===== config.mk =====
export PLATFORM = sky130hd
export DESIGN_NAME = lab2_proc_mem_req_tracker_flat
export DESIGN_NICKNAME = d
export VERILOG_FILES = /design/src/rtl/lab2_proc_mem_req_tracker_if.sv /design/src/rtl/lab2_proc_mem_req_tracker.sv /design/src/flat_wrapper.sv
export SDC_FILE = /design/constraint.sdc
export NUM_CORES = 1
export LEC_CHECK = 0
export CAP_MARGIN = 20
export CELL_PAD_IN_SITES_DETAIL_PLACEMENT = 1
export CELL_PAD_IN_SITES_GLOBAL_PLACEMENT = 2
export CORE_ASPECT_RATIO = 0.8
export CORE_UTILIZATION = 10
export CTS_CLUSTER_SIZE = 8
export DETAILED_ROUTE_END_ITERATION = 12
export PLACE_DENSITY_LB_ADDON = 0.1
export SYNTH_ARGS = -nofsm -noshare
export SYNTH_HDL_FRONTEND = slang
export SYNTH_SLANG_ARGS = --single-unit

===== constraint.sdc =====
create_clock -name clk -period 2.9 [get_ports clk]
set_clock_uncertainty 0.15 [all_clocks]
set_input_delay 0.58 -clock clk [delete_from_list [all_inputs] [get_ports clk]]
set_output_delay 0.58 -clock clk [all_outputs]
set_load 0.01 [all_outputs]

===== src/rtl/lab2_proc_mem_req_tracker_if.sv =====
// Processor/memory request and response handshake bundle for lab2_proc_mem_req_tracker.
// master: the tracker's view; slave: the surrounding processor/memory view.
interface lab2_proc_mem_req_tracker_if #(
    parameter int unsigned p_req_nbits  = 77,
    parameter int unsigned p_resp_nbits = 47
);
    logic [p_req_nbits-1:0]  ireq_msg;
    logic                    ireq_val;
    logic                    ireq_rdy;
    logic [p_req_nbits-1:0]  oreq_msg;
    logic                    oreq_val;
    logic                    oreq_rdy;
    logic [p_resp_nbits-1:0] iresp_msg;
    logic                    iresp_val;
    logic                    iresp_rdy;
    logic [p_resp_nbits-1:0] oresp_msg;
    logic                    oresp_val;
    logic                    oresp_rdy;

    modport master (
        input  ireq_msg, ireq_val,
        output ireq_rdy,
        output oreq_msg, oreq_val,
        input  oreq_rdy,
        input  iresp_msg, iresp_val,
        output iresp_rdy,
        output oresp_msg, oresp_val,
        input  oresp_rdy
    );

    modport slave (
        output ireq_msg, ireq_val,
        input  ireq_rdy,
        input  oreq_msg, oreq_val,
        output oreq_rdy,
        output iresp_msg, iresp_val,
        input  iresp_rdy,
        input  oresp_msg, oresp_val,
        output oresp_rdy
    );
endinterface


===== src/rtl/lab2_proc_mem_req_tracker.sv =====
// Forwards memory requests, counts in-flight ones, and drops responses owed to squashed requests.
// Optional simulation checks: define LAB2_PROC_MEM_REQ_TRACKER_ASSERT_EN.
module lab2_proc_mem_req_tracker #(
    parameter int unsigned p_req_nbits    = 77,
    parameter int unsigned p_resp_nbits   = 47,
    parameter int unsigned p_max_inflight = 4
) (
    input  logic                                 clk,
    input  logic                                 reset,
    input  logic                                 squash,
    lab2_proc_mem_req_tracker_if.master          io,
    output logic [$clog2(p_max_inflight+1)-1:0]  inflight
);
    localparam int unsigned CNT_W = $clog2(p_max_inflight + 1);

    typedef enum logic {PASS, DROP} state_e;

    state_e             state_q, state_d;
    logic [CNT_W-1:0]   inflight_q, inflight_d;
    logic [CNT_W-1:0]   drop_cnt_q, drop_cnt_d;

    logic [p_req_nbits-1:0]  req_msg;
    logic [p_resp_nbits-1:0] resp_msg;
    logic full;
    logic ireq_rdy, oreq_val, iresp_rdy, oresp_val;
    logic req_go, resp_go, resp_dec;

    assign req_msg      = io.ireq_msg;
    assign resp_msg     = io.iresp_msg;
    assign io.oreq_msg  = req_msg;
    assign io.oresp_msg = resp_msg;
    assign io.ireq_rdy  = ireq_rdy;
    assign io.oreq_val  = oreq_val;
    assign io.iresp_rdy = iresp_rdy;
    assign io.oresp_val = oresp_val;
    assign inflight     = inflight_q;

    assign full = (inflight_q == CNT_W'(p_max_inflight));

    always_ff @(posedge clk or negedge reset) begin
        if (!reset) begin
            state_q    <= PASS;
            inflight_q <= '0;
            drop_cnt_q <= '0;
        end else begin
            state_q    <= state_d;
            inflight_q <= inflight_d;
            drop_cnt_q <= drop_cnt_d;
        end
    end

    // Handshake outputs are held low for as long as reset is asserted.
    always_comb begin
        ireq_rdy  = 1'b0;
        oreq_val  = 1'b0;
        iresp_rdy = 1'b0;
        oresp_val = 1'b0;
        if (reset) begin
            ireq_rdy = io.oreq_rdy & ~full & ~squash;
            oreq_val = io.ireq_val & ~full & ~squash;
            case (state_q)
                DROP: begin
                    iresp_rdy = 1'b1;
                    oresp_val = 1'b0;
                end
                default: begin
                    iresp_rdy = io.oresp_rdy;
                    oresp_val = io.iresp_val & ~squash;
                end
            endcase
        end
    end

    always_comb begin
        req_go   = oreq_val & io.oreq_rdy;
        resp_go  = io.iresp_val & iresp_rdy;
        resp_dec = resp_go & (inflight_q != '0);

        inflight_d = inflight_q;
        case ({req_go, resp_dec})
            2'b10:   inflight_d = inflight_q + CNT_W'(1);
            2'b01:   inflight_d = inflight_q - CNT_W'(1);
            default: inflight_d = inflight_q;
        endcase

        state_d    = state_q;
        drop_cnt_d = drop_cnt_q;
        // Squash re-arms the drop count from the post-cycle count and wins over a decrement.
        if (squash) begin
            drop_cnt_d = inflight_d;
            state_d    = (inflight_d != '0) ? DROP : PASS;
        end else if ((state_q == DROP) && resp_go) begin
            if (drop_cnt_q != '0) begin
                drop_cnt_d = drop_cnt_q - CNT_W'(1);
            end
            if (drop_cnt_q == CNT_W'(1)) begin
                state_d = PASS;
            end
        end
    end

`ifdef LAB2_PROC_MEM_REQ_TRACKER_ASSERT_EN
    always_ff @(posedge clk) begin
        if (reset) begin
            if (resp_go && (inflight_q == '0))
                $error("response accepted with no request in flight");
            if (32'(inflight_q) > p_max_inflight)
                $error("inflight count %0d exceeds limit", inflight_q);
            if ((state_q == DROP) && oresp_val)
                $error("response forwarded while dropping");
            if ($isunknown({ireq_rdy, oreq_val, iresp_rdy, oresp_val}))
                $error("handshake output is X after reset release");
        end
    end
`else
    // No runtime checks in this build.
`endif

endmodule


===== src/flat_wrapper.sv =====
// flat-port wrapper written by rule: the top's interface ports become plain ports
module lab2_proc_mem_req_tracker_flat 
#(
    parameter int unsigned p_req_nbits    = 77,
    parameter int unsigned p_resp_nbits   = 47,
    parameter int unsigned p_max_inflight = 4
)
  (clk, reset, squash, inflight, io_ireq_msg, io_ireq_val, io_ireq_rdy, io_oreq_msg, io_oreq_val, io_oreq_rdy, io_iresp_msg, io_iresp_val, io_iresp_rdy, io_oresp_msg, io_oresp_val, io_oresp_rdy);
  lab2_proc_mem_req_tracker_if #(.p_req_nbits(p_req_nbits), .p_resp_nbits(p_resp_nbits)) io_i ();
  input  logic clk;
  input  logic reset;
  input  logic squash;
  output logic [$clog2(p_max_inflight+1)-1:0] inflight;
  input wire logic [$bits(io_i.ireq_msg)-1:0] io_ireq_msg;
  input wire logic [$bits(io_i.ireq_val)-1:0] io_ireq_val;
  output wire logic [$bits(io_i.ireq_rdy)-1:0] io_ireq_rdy;
  output wire logic [$bits(io_i.oreq_msg)-1:0] io_oreq_msg;
  output wire logic [$bits(io_i.oreq_val)-1:0] io_oreq_val;
  input wire logic [$bits(io_i.oreq_rdy)-1:0] io_oreq_rdy;
  input wire logic [$bits(io_i.iresp_msg)-1:0] io_iresp_msg;
  input wire logic [$bits(io_i.iresp_val)-1:0] io_iresp_val;
  output wire logic [$bits(io_i.iresp_rdy)-1:0] io_iresp_rdy;
  output wire logic [$bits(io_i.oresp_msg)-1:0] io_oresp_msg;
  output wire logic [$bits(io_i.oresp_val)-1:0] io_oresp_val;
  input wire logic [$bits(io_i.oresp_rdy)-1:0] io_oresp_rdy;
  assign io_i.ireq_msg = io_ireq_msg;
  assign io_i.ireq_val = io_ireq_val;
  assign io_ireq_rdy = io_i.ireq_rdy;
  assign io_oreq_msg = io_i.oreq_msg;
  assign io_oreq_val = io_i.oreq_val;
  assign io_i.oreq_rdy = io_oreq_rdy;
  assign io_i.iresp_msg = io_iresp_msg;
  assign io_i.iresp_val = io_iresp_val;
  assign io_iresp_rdy = io_i.iresp_rdy;
  assign io_oresp_msg = io_i.oresp_msg;
  assign io_oresp_val = io_i.oresp_val;
  assign io_i.oresp_rdy = io_oresp_rdy;
  lab2_proc_mem_req_tracker #(.p_req_nbits(p_req_nbits), .p_resp_nbits(p_resp_nbits), .p_max_inflight(p_max_inflight)) u_core (.clk(clk), .reset(reset), .squash(squash), .io(io_i), .inflight(inflight));
endmodule

==> impl_results.md, run 1 <==
* Outcome: completed
* Worst Setup Start Kind: input port
* Relative slew slack at 0.827
* Hpwl dp at 1.96 mm
* Top_reg_cell synth: dfrtp_1
* I/O Pins at 262
* Root buffer cell: clkbuf_16
* Worst path required time at 2.17 ns
* F_max at 0.357 GHz
* Leak at 0.383 nW
* Multiplexer area fraction after synthesis at 0.00704
* Adder-Cell Fraction of Synth Area at 0.0493
* Simple-gate portion of the synthesized area at 0.0633
* Via count at about 560
* Global Route Usage Sum at 0.0331
* Placer Congestion at between 0.5 and 0.6
* Clk buf depth at 2
* Clk_lat worst skew at 0.23 ns
* Core ar. at 13700 sq um
* DRC violations left at 0
* Critical path type: in -> out
* Die height at 109 microns
* Worst setup margin at 0.0993 ns
* Slew Limit Fails at 0
* Post-Synthesis Net Count at about 310
* Compound-Gate Fraction of Synth Area at 0.0493
* Max cap viols at 0
* Die X at 135 microns
* Detail Route Antenna Nets at 0
* Routed WL at 2.39 mm
* RSZ-0062 raised after global routing: false
* Synth top cells by count: buf_4 (124), inv_1 (8), dfrtp_1 (7)
* Top area cells in the synthesized netlist: buf_4 (65%), dfrtp_1 (12%), ha_1 (3.5%)
* GRT overflow at 0
* DRT iter0 DRCs at 5
* Multi-input logic area at between 200 and 300 sq um
* Xor/xnor share of the synthesized area at 0.0246
* Yosys top cell area share at 0.654
* TritonRoute pass-1 iters at 2
* Cell count after synthesis at 177
* Port Buf Inserts at 13
* Final setup viols at 0
* H-tree Lvls at 1
* Pwr dens at 820 nW/um^2
* Vias in the first global route at 653
* Share of cells above drive strength 1 at 0.238
* Async SR Flop Fraction at 1.00
* TritonCTS Sinks at 7
* Post-synth EDFFs at 0
* Syn Area/Cell at around 8.0 sq um
* Fin. Hold Viols at 0
* Largest family of logic cells by synthesized area: buffers and inverters
* Worst Tran Pin Value at 0.254 ns
* Ant diodes at 0
* Post-Syn Area at 1420 sq um
* Final worst-path cycle share at 0.966
* Synth unique cells at 25
* Arr. time, crit path at 2.07 ns
* Post-synthesis sequential area ratio at 0.123
* Top-count cell post-synth: buf_4
* Std-Cell Rows at 38
* Crit path capture type: output pin
* Worst Path Max Fanout at 2
* Final net count at between 200 and 250
* Dpl ws at -0.189 ns
* Area leader, netlist: buf_4
* Register Area at 175 sq um
* Seq cells post-synth at 7
* Area grow syn2layout at -29.4%
* CTS tree: yes
* Hold_buf cts at 0
* First-pass GRT wire length at approximately 3.6 mm
* Min-delay worst type: in -> async
* Clock transition at the registers of the reported paths at 0.04 ns
* Tmin final at ~2.8 ns
* Die ar. at approximately 15000 sq um
* Design area at 1000 sq um
* Syn. warnings at 0
* Worst ir drop on vdd at 148 uV
* Worst hold slack at between 0.15 and 0.2 ns
* Antenna violations before repair at 0
* Placed cell area at 918 sq um
* Fill cells at between 1500 and 2000
* Vias per cell at 2.14
* CTS Buf Count at 3
* Initial Utilization at 0.104
* WL/cell at 9.18 microns
* Pin count of the biggest net entering global routing at 11
-- worst max-delay path: stages --
cell and delay [ns]:
clkdlybuf4s50_1 0.51, nand2_1 0.08, buf_4 0.13, nor3_1 0.17, clkdlybuf4s50_1 0.60
-- flip-flops by register name (all words and copies together), names as in the netlist --
register	cells
u_core.inflight	3
u_core.drop_cnt_q	3
u_core.state_q	1
-- path summary, 6_finish.rpt --
| path | startpoint | endpoint | slack, ns | depth (start not counted) |
|---|---|---|---|---|
| setup / recovery | io_iresp_val | io_oresp_val | 0.1 | 5 |
| hold / removal | reset | u_core.state_q | 0.20 | 2 |
| setup reg to reg | u_core.inflight[1] | u_core.state_q | 0.50 | 10 |
| hold reg to reg | u_core.drop_cnt_q[1] | u_core.drop_cnt_q[1] | 0.44 | 2 |
| max in group asynchronous | reset | u_core.inflight[2] | 2.26 | 2 |
| min in group clk | u_core.drop_cnt_q[1] | u_core.drop_cnt_q[1] | 0.44 | 2 |
-- area by class of cell --
cell class / count / share of cell area
sequential: 7 / 0.174
clock buffer: 4 / 0.0785
timing repair buffer: 24 / 0.215
multi-input combinational: 37 / 0.278
inverter: 8 / 0.0299
tap: 180 / 0.224
-- what timing repair did --
item                                   CTS  global route
endpoints found under the hold margin    0             0
setup endpoints to repair                1             1
setup buffers                            0             0
pin swaps                                1             1
gates resized for setup                  1             3
-- where the power goes --
group	switching, mW	internal [mW]	total (mW)
sequential	0.0442	0.146	0.190
clock	0.0560	0.183	0.239
combinational	0.192	0.203	0.394
-- cell families after synthesis --
group,Yosys count
simple gates,18
xor+xnor,4
flops,7
mux,1
buf+inv,133
compound gates,9
fa+ha+maj,5
-- metal layers --
metal,GRT usage,share of wire
met4,0.0225,0.032
met2,0.0385,0.39
met1,0.0356,0.40
met5,0,0
met3,0.0325,0.18
-- stage by stage --
| stage | power [mW] | instances | setup TNS, ns | utilization |
|---|---|---|---|---|
| final | 0.824 | 260 | 0 | 0.0731 |
| after global routing | 0.892 | 260 | 0 | 0.0731 |
| after CTS | 0.833 | 260 | 0 | 0.0725 |
| after detailed placement | 0.588 | 256 | -0.493 | 0.0668 |
| after floorplan | 0.566 | 177 | 0 | - |
| after global placement | 0.617 | 256 | -0.367 | 0.0668 |
-- cells in the final DEF, fill, tap and decap left out, drive strengths merged, types with 2 or more instances in the layout --
cell type      synthesis  final
buf                  125     11
dlymetal6s2s           0      2
nor3                   3      3
dfrtp                  7      7
nand2                  3      3
nor2                   6      6
inv                    8      8
and2                   2      2
ha                     4      4
clkbuf                 0      4
clkdlybuf4s50          0     10
xnor2                  3      3
a21oi                  4      4
Note: power is estimated with default switching activity, not from simulation.
==> run 2: changes to the inputs <==
Settings changed: PLACE_DENSITY set to 0.95, PLACE_DENSITY_LB_ADDON 0.1 to not set.
==> run 2 against run 1 <==
Register-to-register slack worse by 0.02 ns. Cell count down 1.9%. Combinational power down 8.4%. Die area unchanged. Critical endpoint unchanged.
==> impl_results.md, run 2 (synthesis results as in run 1) <==
* Setup TNS at 0 ns
* Crit path capture type: output pin
* Antenna violations before repair at 0
* Clock transition at the registers of the reported paths at roughly 0.04 ns
* Leading cell type in the layout, fill and taps excluded: clkdlybuf4s50_1
* Die ar. at approximately 15000 sq um
* TritonCTS Sinks at 7
* Area grow syn2layout at -31.9%
* Slew Limit Fails at 0
* Min-delay worst type: in -> async
* Worst ir drop on vdd at 203 uV
* Detail Route Antenna Nets at 0
* Placed cell area at just under 900 sq um
* Pin count of the biggest net entering global routing at 10
* Routed WL at 2.62 mm
* Std-Cell Rows at 38
* Share of cells above drive strength 1 at 0.187
* Worst Path Max Fanout at 4
* Ant diodes at 0
* First-pass GRT wire length at around 3.7 mm
* Vias per cell at about 2.3
* Global Route Usage Sum at 0.0356
* Final worst-path cycle share at 0.958
* Dpl ws at -0.181 ns
* Vias in the first global route at 698
* DRC violations left at 0
* Worst R2R Setup Slack at between 0.4 and 0.5 ns
* Relative slew slack at 0.794
* RSZ-0062 raised after global routing: false
* TritonRoute pass-1 iters at 4
* Worst path required time at 2.17 ns
* H-tree Lvls at 1
* Final net count at 212
* Clk_lat worst skew at 0.23 ns
* Arr. time, crit path at 2.05 ns
* Port Buf Inserts at 13
* Worst setup margin at roughly 0.12 ns
* Hold_buf cts at 0
* Critical path type: in -> out
* WL/cell at 10.3 microns
* Placer Congestion at ~0.71
* Outcome: completed
* Worst Tran Pin Value at 0.306 ns
* CTS tree: yes
* GRT overflow at 0
* CP max stage delay at roughly 0.53 ns
* Core ar. at 13700 sq um
* F_max at ~0.36 GHz
* Design area at 968 sq um
* Die height at 109 microns
* Leak at 0.355 nW
* Tmin final at ~2.8 ns
* Die X at 135 microns
* Most frequent CP cell: clkdlybuf4s50_1
* Root buffer cell: clkbuf_16
* Max cap viols at 0
* Worst Setup Start Kind: input port
* Crit-path cells: clkdlybuf4s50_1 > nand2_1 > nor3_1 > buf_4 > clkdlybuf4s50_1
* Via count at 599
* Final setup viols at 0
* Hpwl dp at 2.08 mm
* Initial Utilization at 0.104
* DRT iter0 DRCs at 15
* Most frequent cells in the layout: clkdlybuf4s50_1 (11), inv_1 (8), dfrtp_1 (7)
* I/O Pins at 262
* CTS Buf Count at 3
* Cell with the largest stage delay on the worst path: clkdlybuf4s50_1
* Clk buf depth at 2
* Pwr dens at 816 nW/um^2
* Fin. Hold Viols at 0
## run 2: final timing paths
kind / from / endpoint / cells past startpoint
worst max-delay path: io_iresp_val / io_oresp_val / 5
worst min-delay path: reset / u_core.drop_cnt_q[2] / 2
worst max register to register: u_core.inflight[1] / u_core.state_q / 10
worst min register to register: u_core.drop_cnt_q[0] / u_core.drop_cnt_q[0] / 2
max in group asynchronous: reset / u_core.inflight[2] / 2
min in group clk: u_core.drop_cnt_q[0] / u_core.drop_cnt_q[0] / 2
## run 2: cell type report
type	instances	area, sq um
multi-input combinational	37	279
clock buffer	4	78.8
fill	1605	12800
inverter	8	30.0
tap	180	225
sequential	7	175
timing repair buffer	19	180
## run 2: worst max-delay path: cells and delay by family
kind | cells | cell delay (ns)
buffers and inverters | 3 | 1.20
and+or+nand+nor | 2 | 0.27
## run 2: metrics by stage
step	util	std cells	total power [mW]	hold WS (ns)
global placement	0.0636	250	0.503	0.424
CTS	0.0693	254	0.778	0.458
floorplan	-	177	0.566	0.134
global route	0.0705	255	0.847	0.259
detailed placement	0.0636	250	0.526	0.429
finish	0.0705	255	0.790	0.244
## run 2: report_power, final
group	total (mW)	internal [mW]	leakage, nW	switching, mW
combinational	0.361	0.176	0.237	0.185
clock	0.237	0.183	0.0382	0.0542
sequential	0.192	0.146	0.0799	0.0456
## run 2: repair_timing
| action | CTS | global route |
|---|---|---|
| setup buffers | 0 | 1 |
| endpoints found under the setup margin | 0 | 5 |
| gates resized for setup | 0 | 3 |
## run 2: metal layers
metal / up-vias / wire, microns / global-route usage
met5: - / 23 / 0.0139
met4: 2 / 55 / 0.0297
met3: 8 / 603 / 0.0470
met2: 92 / 1250 / 0.0487
met1: 278 / 690 / 0.0224
li1: 219 / - / -
